File: config.mk
export PLATFORM = sky130hd
export DESIGN_NAME = mfp_adc_max10_avg
export DESIGN_NICKNAME = d
export VERILOG_FILES = /design/src/rtl/mfp_adc_max10_avg.sv
export SDC_FILE = /design/constraint.sdc
export NUM_CORES = 1
export LEC_CHECK = 0
export ABC_AREA = 1
export CAP_MARGIN = 10
export CORE_MARGIN = 5
export CORE_UTILIZATION = 45
export CTS_BUF_LIST = sky130_fd_sc_hd__clkbuf_16
export DETAILED_ROUTE_END_ITERATION = 7
export SLEW_MARGIN = 20
export SYNTH_ARGS = -nofsm -noshare
export SYNTH_HDL_FRONTEND = slang
export SYNTH_SLANG_ARGS = --single-unit
File: constraint.sdc
create_clock -name CLK -period 4 [get_ports CLK]
set_input_delay 0.4 -clock CLK [delete_from_list [all_inputs] [get_ports CLK]]
set_output_delay 0.4 -clock CLK [all_outputs]
set_load 0.005 [all_outputs]
File: src/rtl/mfp_adc_max10_avg.sv
// Per-channel boxcar averager between the MAX10 ADC response port and the ADC core.
// Define ADC_AVG_ROUND_EN to round to nearest (with saturation) instead of truncating.
module mfp_adc_max10_avg #(
    parameter int AVG_LOG2 = 2
) (
    input  logic        CLK,
    input  logic        RESETn,
    input  logic        AVG_Clear,
    input  logic        IN_Valid,
    input  logic [4:0]  IN_Channel,
    input  logic [11:0] IN_Data,
    input  logic        IN_SOP,
    input  logic        IN_EOP,
    output logic        OUT_Valid,
    output logic [4:0]  OUT_Channel,
    output logic [11:0] OUT_Data,
    output logic        OUT_SOP,
    output logic        OUT_EOP
);

    localparam int NCH = 32;
    localparam int AW  = 12 + AVG_LOG2;
    // A zero-width counter is illegal, so AVG_LOG2=0 keeps a 1-bit counter that never leaves 0.
    localparam int CW  = (AVG_LOG2 > 0) ? AVG_LOG2 : 1;
    localparam logic [CW-1:0] CNT_LAST = CW'((1 << AVG_LOG2) - 1);

    logic [AW-1:0] acc_q [NCH];
    logic [CW-1:0] cnt_q [NCH];

    logic          out_valid_q;
    logic [4:0]    out_channel_q;
    logic [11:0]   out_data_q;
    logic          out_sop_q;
    logic          out_eop_q;

    logic [AW-1:0] acc_rd;
    logic [CW-1:0] cnt_rd;
    logic [AW-1:0] sum_w;
    logic          last_w;
    logic [AW-1:0] acc_d;
    logic [CW-1:0] cnt_d;
    logic [11:0]   avg_w;

    always_comb begin
        acc_rd = acc_q[IN_Channel];
        cnt_rd = cnt_q[IN_Channel];
        sum_w  = acc_rd + AW'(IN_Data);
        last_w = (cnt_rd == CNT_LAST);
        acc_d  = last_w ? '0 : sum_w;
        cnt_d  = last_w ? '0 : cnt_rd + CW'(1);
    end

`ifdef ADC_AVG_ROUND_EN
    localparam logic [AW:0] RND = (AW+1)'((1 << AVG_LOG2) >> 1);
    logic [AW:0] rnd_w;
    logic [AW:0] shifted_w;

    always_comb begin
        rnd_w     = {1'b0, sum_w} + RND;
        shifted_w = rnd_w >> AVG_LOG2;
        avg_w     = (shifted_w > (AW+1)'(4095)) ? 12'hFFF : 12'(shifted_w);
    end
`else
    // The full window sum fits in AW bits, so the shifted value always fits in 12.
    always_comb begin
        avg_w = 12'(sum_w >> AVG_LOG2);
    end
`endif

    always_ff @(posedge CLK) begin
        if (!RESETn) begin
            for (int i = 0; i < NCH; i++) begin
                acc_q[i] <= '0;
                cnt_q[i] <= '0;
            end
            out_valid_q   <= 1'b0;
            out_channel_q <= '0;
            out_data_q    <= '0;
            out_sop_q     <= 1'b0;
            out_eop_q     <= 1'b0;
        end else begin
            out_valid_q <= 1'b0;
            if (AVG_Clear) begin
                for (int i = 0; i < NCH; i++) begin
                    acc_q[i] <= '0;
                    cnt_q[i] <= '0;
                end
            end else if (IN_Valid) begin
                acc_q[IN_Channel] <= acc_d;
                cnt_q[IN_Channel] <= cnt_d;
                if (last_w) begin
                    out_valid_q   <= 1'b1;
                    out_channel_q <= IN_Channel;
                    out_data_q    <= avg_w;
                    out_sop_q     <= IN_SOP;
                    out_eop_q     <= IN_EOP;
                end
            end
        end
    end

    assign OUT_Valid   = out_valid_q;
    assign OUT_Channel = out_channel_q;
    assign OUT_Data    = out_data_q;
    assign OUT_SOP     = out_sop_q;
    assign OUT_EOP     = out_eop_q;

endmodule

# [Yosys cells after proc, flatten, opt, wreduce, memory -nomap -nowiden]
# Memories as Yosys holds them, arrays and structs flattened.
# Cells that the tools add are included.
[totals] regBits=20 latchBits=0 mem_bits_rw=512 rom_bits=0 out_inout_bits=20 wordCells=162 n_memories=2
[memory_table] name="acc_q" depth=32 word_bits=14 rd=1 rd_clocked_by_memory_dff=0 write_ports=32 line="27" source="logic [AW-1:0] acc_q [NCH];"
[memory_table] name="cnt_q" depth=32 word_bits=2 rd=1 rd_clocked_by_memory_dff=0 write_ports=32 line="28" source="logic [CW-1:0] cnt_q [NCH];"
[op_classes] n_addsub=2 mul=0 div_mod_pow=0 magnitude_cmp=0 eq_ne=1 n_shift=0 mux=81 bitwise_logic=67 reduce_logical=4
[op_table] operator="14-bit two-way mux" n=34
[op_table] operator="2-bit two-way mux" n=34
[op_table] operator="1-bit bitwise OR" n=64
[op_table] operator="14-bit by 12-bit adder with 14-bit output" n=1
[op_table] operator="14-bit OR reduction" n=1
[op_table] operator="1-bit two-way mux" n=11
[op_table] operator="5-bit two-way mux" n=2
[op_table] operator="1-bit inverter" n=3
[op_table] operator="3-bit AND reduction" n=1
[op_table] operator="3-bit OR reduction" n=1
[op_table] operator="2-bit by 1-bit adder with 2-bit output (second input constant)" n=1
[op_table] operator="2-bit == test (second input constant)" n=1
[op_table] operator="2-bit OR reduction" n=1

# [Longest topological paths before layout]
[logic_depth] ltp_word=6 depth_mapped=28

# [Worst setup path after synthesis]
# OpenSTA, ideal clock, no wires.
[synth_path] path_type="in2reg" from="input port IN_Channel[0]" to="memory acc_q[14][8] (netlist name), data pin" arrival_ns=3.443 required_ns=3.734 path_slack_ns=0.291 path_stages=19 path_buffers=5 path_cell_list="buf_2 buf_4 nor2_1 buf_2 buf_1 a22oi_1 nand3_1 nand2_1 nand4_1 or3_1 ha_1 inv_1 fa_1 o21ai_0 a21oi_1 xor2_1 nand2_1 buf_1 nor2_1"
[synth_rtl] item="from (decl)" line="10" source="input logic [4:0] IN_Channel,"
[synth_rtl] item="to (decl)" line="27"

==> impl_metrics.ini <==
[routing]
avgViaCountPerCell = 5.74
initialDrtViolationCount = 2105
route.detailed.drc = 0
via_count = 17400
wl_per_cell_um = 23.9
dr.pass1.iters = 7
ant_nets = 0
finalWirelength_mm = 72.5

[hold_path]
min_from = IN_SOP
hp-class = in -> reg

[sta]
hold_ws_ns = 0.362
fin_crit_sh = 0.913
finalClockSkew_ns = 0.0266
fmax_mhz = 274
final-setup-viol-count = 0
rsz0062_at_grt = false
hold_viol = 0
maxSlewViolCount = 0
fin_setup_tns_ns = 0
maxSlewHeadroom = 0.448
worst_pin_slew_ns = 0.827
layout_min_cycle_time_ns = 3.65

[setup_path]
cp_data_required_time_ns = 4.47
cp.depth = 16
reg2reg_from = acc_q[8][6]$_SDFFCE_PN0P_
cpMostUsedCell = nand2_1
critPathLaunch = acc_q[8][6]$_SDFFCE_PN0P_
reg2regPathDepth = 16
critPathTopFamily = simple AND/OR/NAND/NOR gates
endpoint = acc_q[25][11]$_SDFFCE_PN0P_
endpoint_kind = register
cpMaxStageDelayCell = or3_1
critPathBufInv = 1
crit_chain = a22oi_1 -> nand3_1 -> nand2_1 -> nand4_1 -> or3_1 -> ha_1 -> nand2_1 -> nor2_1 -> nand3_1 -> nand3_1 -> nand2_1 -> nand2_1 -> xor2_1 -> nand2_1 -> buf_12 -> nor2_1
r2r_slack_ns = 0.35
crit_path_start_kind = register
r2r-end = acc_q[25][11]$_SDFFCE_PN0P_
critPathKind = reg -> reg
crit_arrival_ns = 4.12
cp_max_fo = 16
critical-path-max-stage-delay_ns = 0.42

[power_and_ir_drop]
power_mw = 13.2
power_density_nw_per_um2 = 480
total_leakage_power_nw = 11.2
vdd_ir_drop_max_mv = 0.322

[die]
dieArea_um2 = 57400
fp.dieH_um = 240
fp.dieW_um = 240
core_area_um2 = 52400
rows = 84
start_util = 0.453
io_pins = 43

[layout]
multi_input_area_um2 = 6990
antenna_cells = 0
fin_nets = 2337
syn_to_final_growth_pct = 16.1
n_fill_cell = 4556
seqCellArea_um2 = 15800
drive_above_1_share = 0.116

[grt]
grt_pass1_wl_mm = 107
grt_max_degree = 79
antenna_found_initial = 0
overflow = 0
first_global_vias = 16400
grt_use_total = 0.250

[clock_network]
cts_resized = 0
postCtsSetupRepairBufs = 0
cts_root_buf = clkbuf_16
cts_sinks = 532
clock_latency_ns = 0.62
cts_tree = built
clk_pin_slew_ns = 0.07
htreeDepth = 2
cts_hold_buf = 0
cts_made_buffers = 53
ctsLongestPathBuffers = 3

[yosys]
avgSynthCellArea_um2 = 10.7
synth_nets = 2261
ys_types = 34
syn-cell-area_um2 = 23700
postSynthCellCount = 2224
seq_area_frac_synth = 0.664
yosys_warnings = 0
synth_seq_cells = 532

[placed_design]
dp_hpwl_mm = 47.3
port_buffers = 42
gp_congestion = 0.945

[job]
maxCapViolations = 0

[outcome]
outcome = complete, no violations
synthesized netlist by cell type (all sizes together):
library cell  instances  area, um2
nand3               233       1170
buf                 111        627
xor2                  7       61.3
nand2               407       1660
a22o                 24        210
nor3                 12        105
o21bai               13       97.6
o21a                  2       15.0
xnor2                 4       35.0
o21ai                34        170
nand4                12       75.1
a221oi                1       8.76
ha                   13        163
edfxtp              512      15400
or3                   7       43.8
inv                  40        153
a21oi                18       90.1
nor2                570       2150
dfxtp                20        400
a22oi               112        841
o2111ai               1       8.76
or2                   3       18.8
fa                    1       20.0
clkbuf               67        251
worst min-delay path, delay by kind of cell:
kind | cells | cell delay (ns)
AO/OA/AOI/OAI | 1 | 0.05
buffers and inverters | 1 | 0.40
AND/OR/NAND/NOR | 1 | 0.06
worst min path at each step:
stage                                     endpoint  slack [ns]  depth (start not counted)
final                         OUT_SOP$_SDFFE_PN0P_        0.36                          3
after floorplan           OUT_Data[0]$_SDFFE_PN0P_        0.46                          2
after CTS                     OUT_SOP$_SDFFE_PN0P_        0.34                          3
after global routing          OUT_EOP$_SDFFE_PN0P_        0.37                          3
after global placement        OUT_SOP$_SDFFE_PN0P_        0.46                          2
after detailed placement      OUT_SOP$_SDFFE_PN0P_        0.46                          2
metal layers:
metal / vias up / track usage / wire length, um
met1: 8596 / 0.368 / 30600
li1: 7854 / - / -
met4: 0 / 0.0851 / 2520
met5: - / 0 / 0
met3: 122 / 0.0488 / 6900
met2: 822 / 0.375 / 32500
through the flow:
step | worst slack [ns] | util | cells | cell area [um2]
global placement | -0.141 | 0.494 | 2933 | 25900
CTS | 0.376 | 0.526 | 3030 | 27600
global route | 0.155 | 0.526 | 3030 | 27600
finish | 0.347 | 0.526 | 3030 | 27600
detailed placement | -0.207 | 0.494 | 2933 | 25900
floorplan | 0.291 | - | 2224 | 23700
kinds of logic after synthesis:
group | share of synthesized area
buf+inv | 0.0434
fa+ha+maj | 0.00769
flops | 0.664
simple gates | 0.220
compound gates | 0.0607
xor+xnor | 0.00406
registers in the layout, indices dropped and copies added (netlist names):
register,flops
acc_q,448
cnt_q,64
OUT_Data,12
OUT_Channel,5
OUT_EOP,1
OUT_SOP,1
OUT_Valid,1
where the power goes:
part	switching, mW	leakage, nW	internal [mW]
clock	2.10	0.876	2.73
combinational	1.41	4.50	0.622
sequential	0.0633	5.87	6.32
total	3.57	11.2	9.68
cell type report:
type	instances	share of cell area
multi-input cells	1474	0.254
repair buffers	199	0.0769
inverters	40	0.00554
clock buffers	55	0.0499
flip-flops and latches	532	0.572
clock inverters	42	0.0107
well taps	688	0.0312
layout by cell type, fill, tap and decap left out, drive strengths merged, types with 16 or more instances in the layout:
| cell | Yosys | routed |
|---|---|---|
| dfxtp | 20 | 20 |
| clkbuf | 67 | 55 |
| edfxtp | 512 | 512 |
| a22oi | 112 | 112 |
| buf | 111 | 159 |
| o21ai | 34 | 34 |
| a21oi | 18 | 18 |
| clkdlybuf4s50 | 0 | 40 |
| clkinv | 0 | 16 |
| nand3 | 233 | 233 |
| nor2 | 570 | 570 |
| nand2 | 407 | 407 |
| inv | 40 | 59 |
| a22o | 24 | 24 |
No activity file was read; power rests on OpenSTA's default activity.
==> patch 1: new RTL, same settings <==
Add an input register stage for `AVG_Clear`, `IN_Valid`, `IN_Channel`, `IN_Data`, `IN_SOP` and `IN_EOP`; this delays them by one clock.
--- a/src/rtl/mfp_adc_max10_avg.sv
+++ b/src/rtl/mfp_adc_max10_avg.sv
@@ -26,2 +26,18 @@
 
+    logic AVG_Clear_q;
+    logic IN_Valid_q;
+    logic [4:0] IN_Channel_q;
+    logic [11:0] IN_Data_q;
+    logic IN_SOP_q;
+    logic IN_EOP_q;
+
+    always_ff @(posedge CLK) begin
+        AVG_Clear_q  <= AVG_Clear;
+        IN_Valid_q   <= IN_Valid;
+        IN_Channel_q <= IN_Channel;
+        IN_Data_q    <= IN_Data;
+        IN_SOP_q     <= IN_SOP;
+        IN_EOP_q     <= IN_EOP;
+    end
+
     logic [AW-1:0] acc_q [NCH];
@@ -44,5 +60,5 @@
     always_comb begin
-        acc_rd = acc_q[IN_Channel];
-        cnt_rd = cnt_q[IN_Channel];
-        sum_w  = acc_rd + AW'(IN_Data);
+        acc_rd = acc_q[IN_Channel_q];
+        cnt_rd = cnt_q[IN_Channel_q];
+        sum_w  = acc_rd + AW'(IN_Data_q);
         last_w = (cnt_rd == CNT_LAST);
@@ -82,3 +98,3 @@
             out_valid_q <= 1'b0;
-            if (AVG_Clear) begin
+            if (AVG_Clear_q) begin
                 for (int i = 0; i < NCH; i++) begin
@@ -87,11 +103,11 @@
                 end
-            end else if (IN_Valid) begin
-                acc_q[IN_Channel] <= acc_d;
-                cnt_q[IN_Channel] <= cnt_d;
+            end else if (IN_Valid_q) begin
+                acc_q[IN_Channel_q] <= acc_d;
+                cnt_q[IN_Channel_q] <= cnt_d;
                 if (last_w) begin
                     out_valid_q   <= 1'b1;
-                    out_channel_q <= IN_Channel;
+                    out_channel_q <= IN_Channel_q;
                     out_data_q    <= avg_w;
-                    out_sop_q     <= IN_SOP;
-                    out_eop_q     <= IN_EOP;
+                    out_sop_q     <= IN_SOP_q;
+                    out_eop_q     <= IN_EOP_q;
                 end
Check against the original RTL: not settled (the Yosys comparison gave no result); the edit may change what the design does.
==> patch 1 against the unedited design <==
Wire length grew 0.48%; combinational power decreased by 9%; critical path depth grew 4; utilization down 0.13 points; hold slack lost 0.14 ns; sequential share of layout area up 1.2 points; final area up 0.54%; synthesized area is 1.7% higher; setup slack got worse by 0.22 ns; sequential cell count is 21 higher; total power rose by 3.7%; critical endpoint is now acc_q[30][9]$_SDFFCE_PN0P_.
==> patch 1: results (changes against the unedited design) <==
[routing]
met2WireLength_um=33600  ; +3.5%
wl_met1_um=29300  ; -4.1%

[hold_path]
min_from=IN_Data[7]
holdPathEnd=IN_Data_q[7]$_DFF_P_

[global_route]
grtUsageMet1=0.336  ; -0.0322
use_met2=0.374  ; -0.000487
track_usage=0.240  ; -0.00980
grt_use_met3=0.0500  ; +0.00116

[cells_and_area]
seq_share=0.584  ; +0.0123
multi_input_area_share=0.255  ; +0.00102
clk_share=0.0663  ; +0.00567
buf_share=0.0582  ; -0.0187
multi_input_cells=1473  ; -0.068%
inverters=39  ; -2.5%
clkbuf_count=59  ; +7.3%
drive_gt1_frac=0.0992  ; -0.0165
n_all_buffers=139  ; -30%
fillers=4505  ; -1.1%

[power]
power.internal_w=0.0101  ; +4.5%
vdd.ir_drop.worst_v=0.000371  ; +15%
powerComb_w=0.00185  ; -9%
total_power_w=0.0137  ; +3.7%
leakagePower_nw=11.2  ; -0.66%

[synth]
yosys-top-cells-count=nor2_1, edfxtp_1, nand2_1, nand3_1, a22oi_1
synth.distinct_cells=36  ; +5.9%
synth.avg_cell_area_um2=10.8  ; +0.78%
syn-num-nets=2281  ; +0.88%
synth_seq_area_share=0.671  ; +0.00639
synth.area.top_cells=edfxtp_1, nor2_1, nand2_1

[place]
placed_cells=2889  ; -1.5%
preCtsSetupSlack_ns=0.151  ; +0.357 ns

[worst_setup_path]
r2r_start=IN_Channel_q[0]$_DFF_P_
r2r_end=acc_q[30][9]$_SDFFCE_PN0P_
crit_fanout=36  ; +20
slowest_stage=or3_4
slowest_delay_ns=0.44  ; +0.02 ns
r2r_setup_slack_ns=0.12  ; -0.22 ns

[sta]
relSlewSlack=0.309  ; -0.138

[run_status]
status=completed

[clocking]
numClockSinks=553  ; +3.9%

patch 1: timing repair:
item | in CTS | in global routing
endpoints found under the setup margin | 0 | 193
gates resized for setup | 0 | 17
buffers inserted | 0 | 1
patch 1: how the worst max path moves through the flow:
stage / start / slack (ns) / end
6_report: IN_Channel_q[0]$_DFF_P_ / 0.12 / acc_q[30][9]$_SDFFCE_PN0P_
5_1_grt: IN_Channel_q[0]$_DFF_P_ / -0.003 / acc_q[28][9]$_SDFFCE_PN0P_
2_1_floorplan: IN_Channel_q[0]$_DFF_P_ / 0.41 / acc_q[14][8]$_SDFFCE_PN0P_
4_1_cts: IN_Channel_q[0]$_DFF_P_ / 0.10 / acc_q[25][7]$_SDFFCE_PN0P_
3_5_place_dp: IN_Channel_q[0]$_DFF_P_ / 0.15 / acc_q[30][12]$_SDFFCE_PN0P_
3_3_place_gp: IN_Channel_q[0]$_DFF_P_ / 0.15 / acc_q[28][12]$_SDFFCE_PN0P_
patch 1: worst register-to-register path: stages (launching register included):
cell and delay (ns):
dfxtp_4 0.42, nor2_4 0.09, buf_12 0.16, buf_12 0.18, a22oi_2 0.19, nand3_1 0.15, nand2_1 0.14, nand4_1 0.17
or3_4 0.44, ha_1 0.33, inv_1 0.12, o21bai_1 0.09, a21oi_1 0.17, nand3_2 0.15, buf_4 0.16, nand2_1 0.05
inv_1 0.07, o21ai_4 0.16, buf_12 0.15, buf_12 0.16, nor2_1 0.06
patch 1: kinds of logic (layout without fill, tap and decap cells):
logic type,after synthesis,in the layout,synth area share
AND/OR/NAND/NOR,1241,1241,0.215
flip-flops,553,553,0.671
buffers and inverters,218,282,0.0426
AO/OA/AOI/OAI,208,208,0.0602
adder cells (fa/ha/maj),14,14,0.00757
XOR/XNOR,10,10,0.00363
==> patch 2: new RTL, same flow settings <==
Without the edit above. Add a define of `ADC_AVG_ROUND_EN`.
--- a/src/rtl/mfp_adc_max10_avg.sv
+++ b/src/rtl/mfp_adc_max10_avg.sv
@@ -2,2 +2,4 @@
 // Define ADC_AVG_ROUND_EN to round to nearest (with saturation) instead of truncating.
+`define ADC_AVG_ROUND_EN
+
 module mfp_adc_max10_avg #(
Function: not settled (the Yosys comparison gave no result); the edit may change what the design does.
==> patch 2 against the unedited design <==
Setup slack worse by 0.11 ns; clock skew fell by 0.012 ns; sequential cell count is the same; total power up 0.13%; wire length increased by 3.4%; highest routed layer unchanged; synthesized area increased by 2.5%; via count increased by 6.8%; register-to-register slack got worse by 0.06 ns; final area increased by 3.3%.
==> patch 2: results (changes against the unedited design) <==
[run_status]
status=completed

[worst_setup_path]
slowest_delay_ns=0.55  ; +0.13 ns
r2r_start=acc_q[28][2]$_SDFFCE_PN0P_
startpoint=IN_Channel[2]
crit_fanout=6  ; -10
slowest_stage=clkdlybuf4s50_1
cpLargestDelayFamily=simple AND/OR/NAND/NOR gates

[place]
io_buffers=42  ; unchanged
place.gp.congestion=0.948  ; +0.23%
dp.final_hpwl_um=48400  ; +2.1%

[sta]
tightest_slew_ns=0.830  ; +0.00290 ns
fin_skew_ns=0.0145  ; -0.0121 ns
hold_viol_final=0  ; unchanged

[cells_and_area]
top_register=acc_q
largest_reg_flops=448  ; unchanged
drive_gt1_frac=0.132  ; +0.0165
diodes=0  ; unchanged
nets=2523  ; +8.0%

[synth]
yosys-top-cells-count=nor2_1, edfxtp_1, nand2_1, nand3_1, a22oi_1
synth.area.top_cells=edfxtp_1, nor2_1, nand3_1
ys_warn_count=0  ; unchanged
yosysMostFrequentCell=nor2_1
synth_edf_count=512  ; unchanged
async_flop_share=0  ; unchanged
syn-num-nets=2403  ; +6.3%
synth_seq_area_share=0.649  ; -0.0159
synth.distinct_cells=35  ; +2.9%

[clocking]
cts_root_buf=clkbuf_16
insertion_delay_ns=0.61
numCtsBuffers=54  ; +1.9%
clockBufferDepth=3  ; unchanged
h-tree-depth=2  ; unchanged
clk_pin_slew_ns=0.06

[global_route]
antenna_found_initial=0  ; unchanged
track_usage=0.249  ; -0.000786
grt_max_degree=82  ; +3.8%
grt_pass1_vias=17974  ; +9.6%
grt_pass1_wl_um=113000  ; +5.4%

[routing]
drt-wirelength-per-cell_um=23.3  ; -2.8%
drt_iter0_drc=1987  ; -5.6%
dr.pass1.iters=6  ; -1
via_per_inst=5.77  ; +0.46%

[power]
vdd.ir_drop.worst_v=0.000331  ; +2.6%
leakagePower_nw=11.6  ; +3.1%

[hold_path]
min_from=IN_Channel[0]
holdCritPathClass=in -> reg

patch 2: cell count changes after synthesis, sizes merged, moves of 12 or more:
cell,change
nand3,+134
nand2,-12
a221oi,+15
o21ai,-17
nor2,-23
inv,+51
patch 2: metrics by stage:
stage / area, µm² / hold WS, ns / TNS [ns] / worst slack (ns) / std cells
after floorplan: 24300 / 0.461 / 0 / 0.267 / 2365
after global placement: 26700 / 0.454 / -26.45 / -0.248 / 3116
after detailed placement: 26700 / 0.458 / -50.18 / -0.376 / 3116
after CTS: 28300 / 0.320 / 0 / 0.239 / 3213
after global routing: 28500 / 0.374 / -0.0100 / -0.00851 / 3222
final: 28500 / 0.352 / 0 / 0.237 / 3222
patch 2: area by class of cell:
type,count,area [µm²]
well taps,696,871
clock inverters,43,313
multi-input cells,1552,7400
repair buffers,252,2420
clock buffers,54,1350
fillers,4758,25200
inverters,93,352
flip-flops and latches,532,15800
patch 2: worst paths after layout:
check,endpoint,slack [ns],cells past startpoint
max,OUT_Data[10]$_SDFFE_PN0P_,0.24,24
min,OUT_Channel[0]$_SDFFE_PN0P_,0.35,4
max reg2reg,OUT_Data[10]$_SDFFE_PN0P_,0.29,20
min reg2reg,OUT_SOP$_SDFFE_PN0P_,0.47,2
patch 2: power by group:
part           internal [W]  switching, W
Sequential          0.00632     0.0000634
Clock               0.00270       0.00216
Combinational      0.000613       0.00141
patch 2: metal layers:
metal | vias up | track usage | wire, µm
li1 | 8443 | - | -
met1 | 9135 | 0.342 | 30400
met2 | 846 | 0.401 | 35000
met3 | 157 | 0.0485 | 6780
met4 | 0 | 0.0858 | 2750
met5 | - | 0 | 0
patch 2: worst min-delay path, stage by stage:
cell,delay (ns)
buf_4,0.14
inv_4,0.06
buf_12,0.17
a21oi_1,0.12
patch 2: timing repair:
action / in CTS / in global routing
buffers inserted: 0 / 8
resized for setup: 0 / 7
endpoints found under the hold margin: 0 / 0
endpoints found under the setup margin: 0 / 12
patch 2: logic make-up (layout without fill, tap and decap cells):
group,after synthesis,after routing,share of synthesized area
compound gates,188,188,0.0559
fa+ha+maj,15,15,0.00802
simple gates,1341,1341,0.234
buf+inv,281,442,0.0510
flops,532,532,0.649
xor+xnor,8,8,0.00288
